$ cat config.mk
export PLATFORM = sky130hd
export DESIGN_NAME = key_debouncer_flat
export DESIGN_NICKNAME = d
export VERILOG_FILES = /design/src/rtl/key_debouncer_pkg.sv /design/src/rtl/key_debouncer_if.sv /design/src/rtl/key_debouncer_sync_ff.sv /design/src/rtl/key_debouncer.sv /design/src/flat_wrapper.sv
export SDC_FILE = /design/constraint.sdc
export NUM_CORES = 1
export LEC_CHECK = 0
export CAP_MARGIN = 20
export CORE_UTILIZATION = 35
export CTS_CLUSTER_SIZE = 25
export DETAILED_ROUTE_END_ITERATION = 12
export MAX_ROUTING_LAYER = met4
export SKIP_CTS_REPAIR_TIMING = 1
export SYNTH_ARGS = -nofsm -noshare
export SYNTH_HDL_FRONTEND = slang
export SYNTH_SLANG_ARGS = --single-unit
$ cat constraint.sdc
create_clock -name clk_i -period 2.5 [get_ports clk_i]
set_input_delay 0.75 -clock clk_i [delete_from_list [all_inputs] [get_ports clk_i]]
set_output_delay 0.75 -clock clk_i [all_outputs]
set_load 0.05 [all_outputs]
$ cat src/rtl/key_debouncer_pkg.sv
// Shared key-handling types and constants for the debouncer, single pulser and later key consumers.
package key_pkg;

    typedef enum logic [1:0] {
        RELEASED,
        PRESS_CHK,
        PRESSED,
        RELEASE_CHK
    } state_e;

    localparam logic KEY_UP   = 1'b1;
    localparam logic KEY_DOWN = 1'b0;

    // A zero-length debounce window still needs one counter bit to exist.
    function automatic int cnt_width(input int cnt_max);
        return (cnt_max < 1) ? 1 : $clog2(cnt_max + 1);
    endfunction

endpackage

$ cat src/rtl/key_debouncer_if.sv
// Key signal bundle between a raw push-button source and the debouncer.
// Pulse signals exist only when KEY_DEBOUNCER_EDGE_OUT_EN is defined.
interface key_debouncer_if;

    logic key_ni;
    logic key_no;
`ifdef KEY_DEBOUNCER_EDGE_OUT_EN
    logic press_o;
    logic release_o;

    modport master (
        output key_ni,
        input  key_no,
        input  press_o,
        input  release_o
    );

    modport slave (
        input  key_ni,
        output key_no,
        output press_o,
        output release_o
    );
`else
    modport master (
        output key_ni,
        input  key_no
    );

    modport slave (
        input  key_ni,
        output key_no
    );
`endif

endinterface

$ cat src/rtl/key_debouncer_sync_ff.sv
// Generic N-flop synchroniser; the whole chain presets to RST_VAL on reset.
module sync_ff #(
    parameter int   STAGES  = 2,
    parameter logic RST_VAL = 1'b1
) (
    input  logic clk_i,
    input  logic rst_i,
    input  logic d_i,
    output logic q_o
);

    logic [STAGES-1:0] chain_q;

    always_ff @(posedge clk_i or posedge rst_i) begin
        if (rst_i) begin
            chain_q <= {STAGES{RST_VAL}};
        end else begin
            chain_q <= {chain_q[STAGES-2:0], d_i};
        end
    end

    assign q_o = chain_q[STAGES-1];

endmodule

$ cat src/rtl/key_debouncer.sv
// Push-button front end: synchronises the raw active-low key and filters bounce into a clean level.
// Define KEY_DEBOUNCER_EDGE_OUT_EN to also get one-cycle press/release pulses.
module key_debouncer
    import key_pkg::*;
#(
    parameter int CLK_FREQ_HZ = 50_000_000,
    parameter int DEBOUNCE_MS = 20,
    parameter int SYNC_STAGES = 2
) (
    input logic           clk_i,
    input logic           rst_i,
    key_debouncer_if.slave key_if
);

    localparam int             CNT_MAX  = CLK_FREQ_HZ / 1000 * DEBOUNCE_MS - 1;
    localparam int             CNT_W    = cnt_width(CNT_MAX);
    localparam logic [CNT_W-1:0] CNT_LAST = CNT_W'(CNT_MAX);

    logic             key_s;
    state_e           state_q, state_d;
    logic [CNT_W-1:0] cnt_q, cnt_d;
    logic             key_no_q, key_no_d;

    // The FSM only ever sees the synchronised key, never the raw pin.
    sync_ff #(
        .STAGES  (SYNC_STAGES),
        .RST_VAL (KEY_UP)
    ) u_sync (
        .clk_i (clk_i),
        .rst_i (rst_i),
        .d_i   (key_if.key_ni),
        .q_o   (key_s)
    );

    always_ff @(posedge clk_i or posedge rst_i) begin
        if (rst_i) begin
            state_q  <= RELEASED;
            cnt_q    <= '0;
            key_no_q <= KEY_UP;
        end else begin
            state_q  <= state_d;
            cnt_q    <= cnt_d;
            key_no_q <= key_no_d;
        end
    end

    // Any return to the old level during a check restarts from the stable state.
    always_comb begin
        state_d  = state_q;
        cnt_d    = cnt_q;
        key_no_d = key_no_q;
        case (state_q)
            RELEASED: begin
                if (key_s == KEY_DOWN) begin
                    state_d = PRESS_CHK;
                    cnt_d   = '0;
                end
            end
            PRESS_CHK: begin
                if (key_s == KEY_UP) begin
                    state_d = RELEASED;
                    cnt_d   = '0;
                end else if (cnt_q == CNT_LAST) begin
                    state_d  = PRESSED;
                    key_no_d = KEY_DOWN;
                end else begin
                    cnt_d = cnt_q + CNT_W'(1);
                end
            end
            PRESSED: begin
                if (key_s == KEY_UP) begin
                    state_d = RELEASE_CHK;
                    cnt_d   = '0;
                end
            end
            RELEASE_CHK: begin
                if (key_s == KEY_DOWN) begin
                    state_d = PRESSED;
                    cnt_d   = '0;
                end else if (cnt_q == CNT_LAST) begin
                    state_d  = RELEASED;
                    key_no_d = KEY_UP;
                end else begin
                    cnt_d = cnt_q + CNT_W'(1);
                end
            end
            default: begin
                state_d = RELEASED;
                cnt_d   = '0;
            end
        endcase
    end

    assign key_if.key_no = key_no_q;

`ifdef KEY_DEBOUNCER_EDGE_OUT_EN
    logic press_q, release_q;

    // Pulses are registered alongside key_no so they coincide with its transition.
    always_ff @(posedge clk_i or posedge rst_i) begin
        if (rst_i) begin
            press_q   <= 1'b0;
            release_q <= 1'b0;
        end else begin
            press_q   <= key_no_q & ~key_no_d;
            release_q <= ~key_no_q & key_no_d;
        end
    end

    assign key_if.press_o   = press_q;
    assign key_if.release_o = release_q;
`endif

endmodule

$ cat src/flat_wrapper.sv
// flat-port wrapper written by rule: the top's interface ports become plain ports
module key_debouncer_flat import key_pkg::*;
#(
    parameter int CLK_FREQ_HZ = 50_000_000,
    parameter int DEBOUNCE_MS = 20,
    parameter int SYNC_STAGES = 2
)
  (clk_i, rst_i, key_if_key_ni, key_if_key_no);
  key_debouncer_if key_if_i ();
  input logic clk_i;
  input logic rst_i;
  input wire logic [$bits(key_if_i.key_ni)-1:0] key_if_key_ni;
  output wire logic [$bits(key_if_i.key_no)-1:0] key_if_key_no;
  assign key_if_i.key_ni = key_if_key_ni;
  assign key_if_key_no = key_if_i.key_no;
  key_debouncer #(.CLK_FREQ_HZ(CLK_FREQ_HZ), .DEBOUNCE_MS(DEBOUNCE_MS), .SYNC_STAGES(SYNC_STAGES)) u_core (.clk_i(clk_i), .rst_i(rst_i), .key_if(key_if_i));
endmodule
Word level (Yosys, flattened, before mapping):

Index checks and enable logic that the tools add are counted.

* reductions and logical operators: 5
* mux-type cells: 18
* add/sub/neg operators: 1
* eq/ne operators: 12

Operators with widths (number)
* 20-bit two-way mux: 5
* 20-bit case mux with 4 select lines: 1
* 20-bit by 1-bit adder with 20-bit output (second input constant): 1
* 20-bit == test (second input constant): 1
* 2-bit two-way mux: 6
* 2-bit != test (second input constant): 4
* 2-bit case mux with 4 select lines: 1
* 3-bit by 2-bit != test with 1-bit output (second input constant): 2
* 5-bit AND reduction: 1
* 2-bit == test (second input constant): 2
* 1-bit two-way mux: 4
* 2-bit by 1-bit != test with 1-bit output (second input constant): 2
* 4-bit AND reduction: 1
* 2-bit by 1-bit == test with 1-bit output (second input constant): 1
* 2-bit logical NOT: 1
* 1-bit case mux with 2 select lines: 1
* 2-bit AND reduction: 1
* 2-bit nonzero test: 1

* input bits: 3
* register bits: 25
* word-level logic and storage cells: 40
* output and inout port bits: 1

Depth between registers and ports, before layout:

Gate-level depths: netlist of the first run.

* depth in word-level cells: 4
* gate-level depth with buffers: 7
* mapped depth without buffers: 4

Hierarchy:

From an unflattened synthesis of the first run, not the netlist that was laid out.

* cells, all modules: 152
* area, all modules: 1400.1 um^2

By module, submodules not included
* key_debouncer: instances 1, area an instance 1343.8 um^2, seq. area each 576.8 um^2, cells each 149
* sync_ff: instances 1, area an instance 56.3 um^2, seq. area each 52.6 um^2, cells each 3

Worst setup path before layout of the first run:

OpenSTA, ideal clock, no wires.

* path type: register to register
* start: reg u_core.cnt_q[6]
* end: reg u_core.cnt_q[1]
* clock period less this slack: 1.994 ns
* setup time: 0.138 ns
* slack: 0.506 ns
* stages on the path, launching flop included: 5
* path buffers: 0
* data required time: 2.362 ns
* arrival: 1.856 ns
* path through: dfrtp_1 > or4b_4 > or4_1 > o2111ai_1 > o211ai_1

* word-level cells in the longest chain between the ends: 4
* elaborated cells on any way between the ends: 5
* classes of those cells: 1 x eq/ne; 4 x mux

RTL lines
* start: declaration: line key_debouncer.sv:21 `logic [CNT_W-1:0] cnt_q, cnt_d;`
* start signal: assignment: line key_debouncer.sv:42 `cnt_q <= cnt_d;`
* 20-bit == test *: line key_debouncer.sv:63, key_debouncer.sv:80
* 20-bit two-way mux *
* 20-bit two-way mux, on equally long branches
* 20-bit case mux with 4 select lines *

Mark *: on every way between the ends. The rest lies on a longest branch, timed or not.
A chain may end at the register's enable or synchronous reset.

Final worst setup path of the first run:

* start: reg u_core.key_no_q, in the netlist u_core.key_if.key_no
* end: out key_if_key_no

RTL lines
* start: declaration: line key_debouncer.sv:22 `logic key_no_q, key_no_d;`
* start signal: assignment: line key_debouncer.sv:43 `key_no_q <= key_no_d;`
* end: declaration: line flat_wrapper.sv:13 `output wire logic [$bits(key_if_i.key_no)-1:0] key_if_key_no;`

No word-level cell between the ends.

==> results of run 1 <==
-- worst reg2reg max path, stage by stage (launching register included) --
cell     delay (ns)
dfrtp_1        0.46
or4b_4         0.61
nor4_4         0.37
buf_4          0.25
nand3_1        0.19
nand4_1        0.17
-- sequential cells by signal (all words and copies together), names as in the netlist, named ones only --
| signal | count |
|---|---|
| u_core.state_q | 1 |
| u_core.cnt_q | 20 |
| u_core.u_sync.chain_q | 2 |
| u_core.key_if.key_no | 1 |
-- stage by stage --
| stage | util | hold slack, ns | cells | cell area, sq um |
|---|---|---|---|---|
| finish | 0.390 | 0.362 | 223 | 1710 |
| global route | 0.390 | 0.370 | 223 | 1710 |
| CTS | 0.390 | 0.364 | 223 | 1710 |
| detailed placement | 0.379 | 0.350 | 219 | 1660 |
| global placement | 0.379 | 0.349 | 219 | 1660 |
| floorplan | - | 0.345 | 168 | 1600 |
-- kinds of logic (layout without fill, tap and decap cells) --
family	count (synthesis)	in the layout
AND/OR/NAND/NOR	83	83
flip-flops	25	25
buffers and inverters	12	15
XOR/XNOR	4	4
AO/OA/AOI/OAI	40	40
adder cells (fa/ha/maj)	1	1
multiplexers	3	3
-- area by class of cell --
class,count,area (sq um),area share
inverter,2,7.51,0.00439
multi-input combinational,131,886,0.518
tap,52,65.1,0.0381
clock inverter,1,5.00,0.00293
clock buffer,3,41.3,0.0242
timing repair buffer,9,75.1,0.0439
sequential,25,629,0.368
-- how the worst max path moves through the flow --
stage	depth (start not counted)	endpoint	slack, ns
floorplan	4	u_core.cnt_q[1]$_DFFE_PP0P_	0.51
global placement	4	u_core.cnt_q[1]$_DFFE_PP0P_	0.42
detailed placement	5	u_core.cnt_q[2]$_DFFE_PP0P_	0.40
CTS	1	key_if_key_no	0.13
global route	1	key_if_key_no	0.10
finish	1	key_if_key_no	0.13
-- placed cells by master (no fill, tap or decap), types with 2 or more instances in the layout --
| cell | count |
|---|---|
| a211oi_1 | 4 |
| a21oi_1 | 7 |
| a31oi_1 | 3 |
| and2_1 | 2 |
| and3_1 | 2 |
| buf_4 | 6 |
| clkbuf_8 | 3 |
| clkdlybuf4s50_1 | 3 |
| dfrtp_1 | 22 |
| dfstp_2 | 3 |
| inv_1 | 2 |
| mux2i_1 | 3 |
| nand2_1 | 27 |
| nand3_1 | 9 |
| nand3b_1 | 2 |
| nand4_1 | 7 |
| nor2_1 | 6 |
| o211ai_1 | 6 |
| o31ai_1 | 6 |
| o32ai_1 | 2 |
| or2_2 | 4 |
| or3_1 | 3 |
| or4_1 | 11 |
| xnor2_1 | 3 |
-- routing by layer --
metal | routed length [um] | track usage
met5 | 0 | -
met4 | 45 | 0.0689
met3 | 119 | 0.0145
met2 | 1840 | 0.272
met1 | 1560 | 0.219
-- power by group through the flow --
| stage | registers (mW) | logic [mW] | clock network (mW) |
|---|---|---|---|
| finish | 0.420 | 0.0566 | 0.242 |
| global route | 0.422 | 0.0641 | 0.263 |
| CTS | 0.421 | 0.0582 | 0.250 |
| detailed placement | 0.429 | 0.0579 | 0 |
| global placement | 0.428 | 0.0560 | 0 |
| floorplan | 0.423 | 0.0463 | 0 |
==> impl_results.md, run 1 <==
* Seq/Total Area, Yosys at 0.392
* Fillers at 452
* Predominant post-synthesis flop cell: dfrtp_1
* Syn nets at 172
* Die Y at 69.7 um
* Mux contribution to synthesized area at 0.0187
* Largest net degree at the start of global routing at 26
* Main combinational cell family by area after synthesis: simple AND/OR/NAND/NOR gates
* Post-synthesis async set-or-reset flop share at 1.00
* P_leak at 0.629 nW
* Final GP Congestion at 0.775
* Top delay family on crit path: buffers and inverters
* Worst Setup SP: u_core.key_if.key_no$_DFFE_PP1P_
* Compound-Gate Fraction of Synth Area at 0.197
* Synth top area share at 0.343
* Worst skew pair latency at 0.27 ns
* CORE AREA at 4380 sq um
* R2r setup slk at 0.39 ns
* Final slew viol count at 0
* Num CTS Buffers at 3
* Total Wirelength at 3.56 mm
* Area leader, netlist: dfrtp_1
* Port Buffers at 3
* Internal power at 544 uW
* DR vias/cell at 6.09
* Full die area at 4860 sq um
* Final worst setup slack at 0.130 ns
* Overall Power at 719 uW
* Area delta synth->final at 6.55%
* First-pass GRT wire length at 6.47 mm
* Xor and xnor fraction of the mapped netlist area at 0.0265
* Clock Skew at 0.00481 ns
* Total track usage at 0.169
* Average cell area after synthesis at 9.55 sq um
* Switch Pwr at 175 uW
* Reg-to-reg critical path endpoint: u_core.cnt_q[16]$_DFFE_PP0P_
* Post-synth EDFFs at 0
* Reg2reg path depth at 5
* Core Rows at 24
* CTS tree: done
* Post-route setup TNS at 0 ns
* DP HPWL at 2.60 mm
* Hold Startpoint: u_core.u_sync.chain_q[0]$_DFF_PP1_
* Critical path class: reg -> out
* Die X at 69.7 um
* # diodes at 0
* Synth Area in Simple Gates at 0.303
* Post-synthesis cell count at 168
* Register bit total from synthesis at 25
* Outcome: finished clean
* Crit. End Element: output port
* Adder-Cell Fraction of Synth Area at 0.00780
* Worst reg2reg path startpoint: u_core.cnt_q[6]$_DFFE_PP0P_
* Most frequent cell after synthesis: nand2_1
* Routed len/inst at 15.9 um
* Switching share of power at 0.244
* Hold EP: u_core.u_sync.chain_q[1]$_DFF_PP1_
* Final setup violation count at 0
* I/O pin cnt at 4
* Count of cell types in the netlist at 50
* DRT antenna net count at 0
* Worst-case clock buffer depth at 2
* Rel. slew slack at 0.436
* Clock-pin slew on the worst setup and hold paths at 0.09 ns
* Number of antenna violations at the first check in global routing at 0
* Combinational share of power at 0.079
* Yosys warns at 0
* Crit path max fanout at 3
* Post-route clock period utilization at 0.948
* Drt first pass iters at 4
* Post-route DRC at 0
* Slowest CP cell: clkdlybuf4s50_1
* Initial DRC count at 96
* CP arrival at 1.62 ns
* GRT overflow at 0
* H-tree levels at 1
* Clock power share at 0.336
* Flop pwr share at 0.585
* Most area-consuming cells after synthesis: dfrtp_1, nand2_1, or4_1
* Clock Tree Root: clkbuf_8
* Worst vdd ir at 253 uV
* CP required at 1.75 ns
* Worst slew pin tran at 0.839 ns
* Startpoint types: flop
* Max frequency at 0.422 GHz
* Tmin final at 2.37 ns
* Layout cell share with drive strength beyond 1 at 0.158
* PwrDens at 420 nW/um^2
* CP max stage delay at 0.80 ns
* Initial core utilization at 0.366
* Number of global-route vias before repair at 1,416
* Most instantiated cells after synthesis: nand2_1, dfrtp_1, or4_1
* Clk sinks at 25
* Pre-CTS setup slack at 0.398 ns
* Crit-path cells: clkdlybuf4s50_1
* Fin. Hold Viols at 0
* Hold Path Depth at 0
* Final nets at 176
* WP buf/inv at 1
* Unrepaired setup endpoints after global routing: false
* Synthesized area at 1600 sq um
* Vias at 1,357
* Max Cap Viol at 0
* Min-Delay Path Class: reg -> reg
No activity file was read; power rests on OpenSTA's default activity.
==> run 2, diff against run 1 <==
Settings changed: CTS_BUF_LIST set to sky130_fd_sc_hd__clkbuf_4 sky130_fd_sc_hd__clkbuf_8 sky130_fd_sc_hd__clkbuf_16.
==> results of run 2 <==
Same layout as run 1: the final DEF is identical, and so are final timing and power.
